File: src/rtl/sram_march_bist.sv
// rtl/sram_march_bist.sv - Wishbone classic master running a March C- test over one SRAM window
//
// Sequence (idx = word index):
//   M0 up w0 | M1 up r0,w1 | M2 up r1,w0 | M3 down r0,w1 | M4 down r1,w0 | M5 up r0
// FSM: IDLE -> ISSUE -> WAIT_ACK -> GAP -> (ISSUE | DONE) -> IDLE
//
// Ports:
//   wb_clk_i, wb_rst_n_i      clock, asynchronous active-low reset
//   start_i                   one-cycle start pulse, honoured only in IDLE
//   busy_o, done_o, pass_o    run status; done_o is sticky until the next accepted start
//   err_cnt_o                 saturating read-mismatch count
//   fail_addr/exp/act_o       byte address, expected and read data of the first mismatch
//   timeout_o                 sticky ack-watchdog flag
//   wbm_*                     Wishbone classic master interface
//
// Optional feature: define SRAM_BIST_TIMEOUT_EN to enable the ack watchdog
// (TIMEOUT_CYC wait cycles without ack aborts the run with timeout_o=1).

module sram_march_bist #(
    parameter int          ADDR_WORDS  = 16384,
    parameter logic [31:0] BASE_ADDR   = 32'h0000_0000,
    parameter logic [31:0] DATA_BG     = 32'h0000_0000,
    parameter int          TIMEOUT_CYC = 255
) (
    input  logic        wb_clk_i,
    input  logic        wb_rst_n_i,
    input  logic        start_i,
    output logic        busy_o,
    output logic        done_o,
    output logic        pass_o,
    output logic [15:0] err_cnt_o,
    output logic [31:0] fail_addr_o,
    output logic [31:0] fail_exp_o,
    output logic [31:0] fail_act_o,
    output logic        timeout_o,
    output logic        wbm_cyc_o,
    output logic        wbm_stb_o,
    output logic        wbm_we_o,
    output logic [3:0]  wbm_sel_o,
    output logic [31:0] wbm_adr_o,
    output logic [31:0] wbm_dat_o,
    input  logic [31:0] wbm_dat_i,
    input  logic        wbm_ack_i
);

    localparam int            IW       = $clog2(ADDR_WORDS);
    localparam logic [IW-1:0] IDX_LAST = IW'(ADDR_WORDS - 1);

    typedef enum logic [2:0] {
        S_IDLE,
        S_ISSUE,
        S_WAIT_ACK,
        S_GAP,
        S_DONE
    } state_t;

    state_t        state_q, state_d;
    logic [2:0]    elem_q, elem_d;     // march element M0..M5
    logic          op_q, op_d;         // 0 = first op of element, 1 = second
    logic [IW-1:0] idx_q, idx_d;
    logic          busy_q, busy_d;
    logic          done_q, done_d;
    logic          pass_q, pass_d;
    logic [15:0]   err_cnt_q, err_cnt_d;
    logic [31:0]   fail_addr_q, fail_addr_d;
    logic [31:0]   fail_exp_q, fail_exp_d;
    logic [31:0]   fail_act_q, fail_act_d;
    logic          cyc_q, cyc_d;
    logic          stb_q, stb_d;
    logic          we_q, we_d;
    logic [3:0]    sel_q, sel_d;
    logic [31:0]   adr_q, adr_d;
    logic [31:0]   dat_q, dat_d;
    logic          timeout_now;

    // Current operation decode
    logic        single_op;
    logic        elem_down;
    logic        op_is_write;
    logic        pat_one;
    logic [31:0] pattern;
    logic        at_elem_end;

    always_comb begin
        single_op   = (elem_q == 3'd0) || (elem_q == 3'd5);
        elem_down   = (elem_q == 3'd3) || (elem_q == 3'd4);
        op_is_write = (elem_q == 3'd0) ? 1'b1 : (elem_q == 3'd5) ? 1'b0 : op_q;
        // Writes of "1" occur in M1/M3; reads expect "1" in M2/M4.
        pat_one     = op_is_write ? ((elem_q == 3'd1) || (elem_q == 3'd3))
                                  : ((elem_q == 3'd2) || (elem_q == 3'd4));
        pattern     = pat_one ? ~DATA_BG : DATA_BG;
        at_elem_end = elem_down ? (idx_q == '0) : (idx_q == IDX_LAST);
    end

`ifdef SRAM_BIST_TIMEOUT_EN
    localparam int TW = $clog2(TIMEOUT_CYC + 1);
    logic [TW-1:0] to_cnt_q, to_cnt_d;
    logic          timeout_q, timeout_d;
    assign timeout_now = timeout_q;
    assign timeout_o   = timeout_q;
`else
    assign timeout_now = 1'b0;
    assign timeout_o   = 1'b0;
`endif

    always_comb begin
        state_d     = state_q;
        elem_d      = elem_q;
        op_d        = op_q;
        idx_d       = idx_q;
        busy_d      = busy_q;
        done_d      = done_q;
        pass_d      = pass_q;
        err_cnt_d   = err_cnt_q;
        fail_addr_d = fail_addr_q;
        fail_exp_d  = fail_exp_q;
        fail_act_d  = fail_act_q;
        cyc_d       = cyc_q;
        stb_d       = stb_q;
        we_d        = we_q;
        sel_d       = sel_q;
        adr_d       = adr_q;
        dat_d       = dat_q;
`ifdef SRAM_BIST_TIMEOUT_EN
        to_cnt_d    = to_cnt_q;
        timeout_d   = timeout_q;
`endif

        case (state_q)
            S_IDLE: begin
                if (start_i) begin
                    busy_d      = 1'b1;
                    done_d      = 1'b0;
                    pass_d      = 1'b0;
                    err_cnt_d   = '0;
                    fail_addr_d = '0;
                    fail_exp_d  = '0;
                    fail_act_d  = '0;
`ifdef SRAM_BIST_TIMEOUT_EN
                    timeout_d   = 1'b0;
`endif
                    elem_d      = 3'd0;
                    op_d        = 1'b0;
                    idx_d       = '0;
                    state_d     = S_ISSUE;
                end
            end

            S_ISSUE: begin
                cyc_d   = 1'b1;
                stb_d   = 1'b1;
                we_d    = op_is_write;
                sel_d   = 4'hF;
                adr_d   = BASE_ADDR + (32'(idx_q) << 2);
                dat_d   = op_is_write ? pattern : 32'h0;
`ifdef SRAM_BIST_TIMEOUT_EN
                to_cnt_d = '0;
`endif
                state_d = S_WAIT_ACK;
            end

            S_WAIT_ACK: begin
                if (wbm_ack_i) begin
                    cyc_d = 1'b0;
                    stb_d = 1'b0;
                    we_d  = 1'b0;
                    sel_d = 4'h0;
                    adr_d = '0;
                    dat_d = '0;
                    if (!we_q && (wbm_dat_i != pattern)) begin
                        if (err_cnt_q != 16'hFFFF) begin
                            err_cnt_d = err_cnt_q + 16'd1;
                        end
                        // Count is cleared at start, so zero means no mismatch seen yet.
                        if (err_cnt_q == 16'h0) begin
                            fail_addr_d = adr_q;
                            fail_exp_d  = pattern;
                            fail_act_d  = wbm_dat_i;
                        end
                    end
                    state_d = S_GAP;
                end
`ifdef SRAM_BIST_TIMEOUT_EN
                else if (to_cnt_q == TW'(TIMEOUT_CYC - 1)) begin
                    cyc_d     = 1'b0;
                    stb_d     = 1'b0;
                    we_d      = 1'b0;
                    sel_d     = 4'h0;
                    adr_d     = '0;
                    dat_d     = '0;
                    timeout_d = 1'b1;
                    state_d   = S_DONE;
                end else begin
                    to_cnt_d = to_cnt_q + TW'(1);
                end
`endif
            end

            S_GAP: begin
                state_d = S_ISSUE;
                if (!single_op && !op_q) begin
                    op_d = 1'b1;
                end else begin
                    op_d = 1'b0;
                    if (at_elem_end) begin
                        if (elem_q == 3'd5) begin
                            state_d = S_DONE;
                        end else begin
                            elem_d = elem_q + 3'd1;
                            // M3 and M4 (entered from M2/M3) walk downwards.
                            idx_d  = ((elem_q == 3'd2) || (elem_q == 3'd3)) ? IDX_LAST : '0;
                        end
                    end else begin
                        idx_d = elem_down ? (idx_q - IW'(1)) : (idx_q + IW'(1));
                    end
                end
            end

            S_DONE: begin
                busy_d  = 1'b0;
                done_d  = 1'b1;
                pass_d  = (err_cnt_q == 16'h0) && !timeout_now;
                state_d = S_IDLE;
            end

            default: state_d = S_IDLE;
        endcase
    end

    always_ff @(posedge wb_clk_i or negedge wb_rst_n_i) begin
        if (!wb_rst_n_i) begin
            state_q     <= S_IDLE;
            elem_q      <= '0;
            op_q        <= 1'b0;
            idx_q       <= '0;
            busy_q      <= 1'b0;
            done_q      <= 1'b0;
            pass_q      <= 1'b0;
            err_cnt_q   <= '0;
            fail_addr_q <= '0;
            fail_exp_q  <= '0;
            fail_act_q  <= '0;
            cyc_q       <= 1'b0;
            stb_q       <= 1'b0;
            we_q        <= 1'b0;
            sel_q       <= '0;
            adr_q       <= '0;
            dat_q       <= '0;
`ifdef SRAM_BIST_TIMEOUT_EN
            to_cnt_q    <= '0;
            timeout_q   <= 1'b0;
`endif
        end else begin
            state_q     <= state_d;
            elem_q      <= elem_d;
            op_q        <= op_d;
            idx_q       <= idx_d;
            busy_q      <= busy_d;
            done_q      <= done_d;
            pass_q      <= pass_d;
            err_cnt_q   <= err_cnt_d;
            fail_addr_q <= fail_addr_d;
            fail_exp_q  <= fail_exp_d;
            fail_act_q  <= fail_act_d;
            cyc_q       <= cyc_d;
            stb_q       <= stb_d;
            we_q        <= we_d;
            sel_q       <= sel_d;
            adr_q       <= adr_d;
            dat_q       <= dat_d;
`ifdef SRAM_BIST_TIMEOUT_EN
            to_cnt_q    <= to_cnt_d;
            timeout_q   <= timeout_d;
`endif
        end
    end

    assign busy_o      = busy_q;
    assign done_o      = done_q;
    assign pass_o      = pass_q;
    assign err_cnt_o   = err_cnt_q;
    assign fail_addr_o = fail_addr_q;
    assign fail_exp_o  = fail_exp_q;
    assign fail_act_o  = fail_act_q;
    assign wbm_cyc_o   = cyc_q;
    assign wbm_stb_o   = stb_q;
    assign wbm_we_o    = we_q;
    assign wbm_sel_o   = sel_q;
    assign wbm_adr_o   = adr_q;
    assign wbm_dat_o   = dat_q;

endmodule

File: config.mk
export PLATFORM = sky130hd
export DESIGN_NAME = sram_march_bist
export DESIGN_NICKNAME = d
export VERILOG_FILES = /design/src/rtl/sram_march_bist.sv
export SDC_FILE = /design/constraint.sdc
export NUM_CORES = 1
export LEC_CHECK = 0
export BUFFER_PORTS_ARGS = -buffer_cell sky130_fd_sc_hd__buf_4
export CAP_MARGIN = 40
export CELL_PAD_IN_SITES_DETAIL_PLACEMENT = 0
export CELL_PAD_IN_SITES_GLOBAL_PLACEMENT = 1
export CORE_ASPECT_RATIO = 1.75
export CORE_UTILIZATION = 40
export DETAILED_ROUTE_END_ITERATION = 16
export GPL_ROUTABILITY_DRIVEN = 0
export HOLD_SLACK_MARGIN = 0.03
export MAX_ROUTING_LAYER = met4
export PLACE_DENSITY = 0.95
export SKIP_LAST_GASP = 1
export SYNTH_ARGS = -nofsm -noshare
export SYNTH_HDL_FRONTEND = slang
export SYNTH_SLANG_ARGS = --single-unit
File: constraint.sdc
create_clock -name wb_clk_i -period 9.64 [get_ports wb_clk_i]
set_clock_uncertainty 0.1 [all_clocks]
set_input_delay 0.482 -clock wb_clk_i [delete_from_list [all_inputs] [get_ports wb_clk_i]]
set_output_delay 0.482 -clock wb_clk_i [all_outputs]
set_load 0.005 [all_outputs]
==> impl_summary.txt <==
----------------------------------------------------
[Outcome]
  Run status ... complete, no violations

[Layout]
  Total inserted antenna cells ... 0
  Commonest non-fill, non-tap cell in the layout ... sky130_fd_sc_hd__buf_4
  Most frequent cells in the layout ... sky130_fd_sc_hd__buf_4 (190), sky130_fd_sc_hd__dfrtp_1 (104), sky130_fd_sc_hd__a22o_1 (75)
  Final cell area excluding filler cells ... 7290 um^2
  Non-filler instance count after layout ... 895
  Final-layout fill cell count ... 1349
  # nets final ... 766
  Core utilization of the finished layout ... 50.2%
  Signed area change from the synthesized netlist to the final layout ... 21.5%
  Proportion of layout cells with a drive suffix above 1 ... 30.8%

[Logic synthesis]
  Cell Area, Synth ... 6000 um^2
  Fraction of post-synthesis cell area in the top cell type by area ... 43.4%
  Area contributors post-synth ... sky130_fd_sc_hd__dfrtp_1 (43%), sky130_fd_sc_hd__buf_4 (13%), sky130_fd_sc_hd__a22o_1 (11%)
  Cell taking the most area after synthesis ... sky130_fd_sc_hd__dfrtp_1
  Synth Instances ... 595
  Flip-flop cell with the highest count after synthesis ... sky130_fd_sc_hd__dfrtp_1
  Share of the yosys chip area belonging to registers ... 43.4%
  Proportion of register bits with asynchronous set or reset after synthesis ... 100%
  EDFF count, synth ... 0
  Number of register bits inferred by synthesis ... 104
  Average cell area after synthesis ... 10.1 um^2
  Number of different library cells in the post-synthesis netlist ... 59
  Synthesis warning total ... 0

[GRT]
  Overall overflow remaining after global route ... 0
  Total global-route track usage ... 20.1%
  Via count of the first global-routing pass ... 4489
  Wire length of the first global-routing pass ... 23.5 mm
  Antenna violations before repair ... 0
  Pin count of the biggest net entering global routing ... 63

[Pwr]
  Switching share of power ... 35.5%
  Portion of total power attributed to sequential cells ... 41.1%
  Final total power ... 1.34 mW
  Power density cells ... 184 nW/um^2
  Logic pwr share ... 32.4%
  Part of the power in the clock network ... 26.6%
  Static power due to leakage ... 3.73 nW
  Maximum VDD drop ... 0.000114 V
  Net switching component of the power ... 0.476 mW
  Design internal power ... 0.864 mW

[Detailed routing]
  Number of optimization iterations in the first detailed-route pass ... 5
  Number of vias per cell after detailed routing ... 5.48
  Number of DRC markers in iteration 0 ... 201
  Final antenna-violating net count ... 0
  Total Wirelength ... 15.2 mm
  Number of vias after detailed routing ... 4902
  DR DRC count ... 0
  Avg WL per Cell ... 16.9 um

[Worst setup path]
  Startpoint class of the critical path ... flip-flop
  Critical path start-end classification ... flip-flop to flip-flop
  Crit Path Max Fanout ... 13
  Arrival time of data at the critical path endpoint ... 4.15 ns
  Reg2reg start ... elem_q[0]
  CP max stage delay ... 0.45 ns
  Cell chain of the critical path ... inv_1 > ha_1 > mux2i_1 > inv_1 > ha_1 > o21ai_0 > a221oi_1 > a2111oi_2 > nor3_1 > a211oi_1 > mux2i_1 > a211o_1
  CP max-delay cell ... sky130_fd_sc_hd__dfrtp_1
  Data required time of the worst path ... 9.77 ns
  Kind of end point of the critical path ... flip-flop
  Critical Path Start ... elem_q[0]

[Floorplanning]
  Floorplan die width ... 94.6 um
  Count of standard-cell rows ... 58
  Core box area ... 14500 um^2
  # IOs ... 223
  Die outline height ... 164 um
  Initial cell density of the core ... 41.4%
  Total Die Area ... 15500 um^2

[CTS]
  Clock root buffer ... sky130_fd_sc_hd__clkbuf_16
  CTS sink count ... 104
  Worst-Skew Late Latency ... 0.34 ns
  Resized cells post-CTS ... 0
  Clock input transition at the sequential cells of the worst setup and hold paths ... 0.08 ns
  Number of buffers created by CTS ... 9
  H-tree Lvls ... 3
  CTS tree ... built
  Maximum buffer depth of the clock tree ... 2

[STA]
  Slew headroom ... 43.6%
  Unrepaired setup endpoints after global routing ... no
  Total setup violations reported at the end of the flow ... 0
  Worst Slack Setup Final ... 5.63 ns
  Worst Hold Margin ... 0.277 ns
  Period minus WS final ... 4.01 ns
  Final period utilization ... 41.6%
  Peak clock frequency supported by timing ... 249 MHz
  Hold Fails Final Rpt ... 0
  Slew Limit Fails ... 0
  Slew @ Worst Pin ... 0.846 ns
  Setup TNS Final ... 0 ns

[Min path]
  Startpoint of the worst hold path ... wbm_dat_i[7]
  Worst hold-check path type ... primary input to flip-flop

[Placement]
  DP Wirelength ... 11.5 mm
  Total placed instance area ... 7000 um^2
  Number of instances in the placed design ... 878
  Placement-stage worst setup slack ... 5.66 ns
  I/O Buffers ... 185

[Flow run]
  Maximum capacitance violations ... 0

----------------------------------------------------
==> cell usage after synthesis, types with 3 or more instances <==
master,instances
sky130_fd_sc_hd__a211oi_1,5
sky130_fd_sc_hd__a21o_1,4
sky130_fd_sc_hd__buf_2,9
sky130_fd_sc_hd__dfrtp_1,104
sky130_fd_sc_hd__and2_1,4
sky130_fd_sc_hd__buf_4,105
sky130_fd_sc_hd__and3_1,10
sky130_fd_sc_hd__nor3_1,10
sky130_fd_sc_hd__nand4_1,15
sky130_fd_sc_hd__o31ai_1,3
sky130_fd_sc_hd__nand2_1,34
sky130_fd_sc_hd__o311ai_0,3
sky130_fd_sc_hd__clkbuf_1,11
sky130_fd_sc_hd__or3_1,4
sky130_fd_sc_hd__nor4_1,17
sky130_fd_sc_hd__o21ai_0,21
sky130_fd_sc_hd__o21a_1,6
sky130_fd_sc_hd__and4_1,5
sky130_fd_sc_hd__nor2_1,20
sky130_fd_sc_hd__inv_1,17
sky130_fd_sc_hd__mux2i_1,5
sky130_fd_sc_hd__nor2b_1,5
sky130_fd_sc_hd__xor2_1,8
sky130_fd_sc_hd__a21oi_1,13
sky130_fd_sc_hd__xnor2_1,4
sky130_fd_sc_hd__a22o_1,75
sky130_fd_sc_hd__nand2b_1,10
sky130_fd_sc_hd__ha_1,19
sky130_fd_sc_hd__nand3_1,14
==> state kept, by name, indices dropped and copies added, names as in the netlist <==
| register | cells |
|---|---|
| fail_addr_o | 14 |
| fail_act_o | 32 |
| elem_q | 3 |
| pass_o | 1 |
| wbm_adr_o | 14 |
| wbm_dat_o | 1 |
| err_cnt_o | 16 |
| state_q | 3 |
| op_q | 1 |
| wbm_we_o | 1 |
| fail_exp_o | 1 |
| done_o | 1 |
| busy_o | 1 |
| idx_q | 14 |
| wbm_sel_o | 1 |
==> repair_timing <==
item	in CTS	in global routing
hold buffers	1	0
endpoints found under the hold margin	36	0
buffers inserted	0	0
==> worst max-delay path: cells and delay by family (launching register included) <==
kind / cells / cell delay [ns]
AOI/OAI and AO/OA: 5 / 1.53
adders and majority gates: 2 / 0.68
buffers and inverters: 2 / 0.46
DFF: 1 / 0.45
muxes: 2 / 0.57
and+or+nand+nor: 1 / 0.11
==> routing by layer <==
layer / wire length (um) / up-vias / GRT usage, %
li1: - / 2283 / -
met1: 5630 / 2367 / 22.4
met2: 8150 / 224 / 35.5
met3: 968 / 28 / 2.78
met4: 413 / 0 / 8.47
met5: 0 / - / -
==> power by group through the flow <==
stage / sequential [mW] / clock (mW) / combinational (mW)
3_5_place_dp: 0.559 / 0 / 0.435
2_1_floorplan: 0.543 / 0 / 0.273
5_1_grt: 0.559 / 0.384 / 0.477
3_3_place_gp: 0.557 / 0 / 0.422
4_1_cts: 0.551 / 0.366 / 0.436
6_report: 0.550 / 0.356 / 0.433
==> cell type report <==
| class | count | area [um^2] | area share, % |
|---|---|---|---|
| Clock inverter | 7 | 61.3 | 0.841 |
| Inverter | 17 | 63.8 | 0.875 |
| Sequential cell | 104 | 2600 | 35.7 |
| Timing Repair Buffer | 194 | 1510 | 20.7 |
| Multi-Input combinational cell | 384 | 2600 | 35.7 |
| Clock buffer | 9 | 225 | 3.09 |
| Tap cell | 180 | 225 | 3.09 |
==> cell families (layout without fill, tap and decap cells) <==
group | after synthesis | count (layout) | synth area share, %
AOI/OAI and AO/OA | 152 | 152 | 19.6
buffers and inverters | 143 | 227 | 15.8
and+or+nand+nor | 158 | 158 | 14.3
other | 1 | 37 | 0.0625
muxes | 5 | 5 | 0.834
DFF | 104 | 104 | 43.4
adders and majority gates | 20 | 20 | 4.29
xor gates and xnor gates | 12 | 12 | 1.75
==> path summary, 6_finish.rpt <==
check                      slack, ns        endpoint  cells past startpoint
max                             5.63       idx_q[13]                     12
min                             0.28   fail_act_o[7]                      2
max reg2reg                     5.63       idx_q[13]                     12
min reg2reg                     0.41  fail_act_o[14]                      1
max in group asynchronous       8.01   fail_act_o[4]                      4
min in group asynchronous       0.53   err_cnt_o[14]                      2
Note: power is estimated with default switching activity, not from simulation.
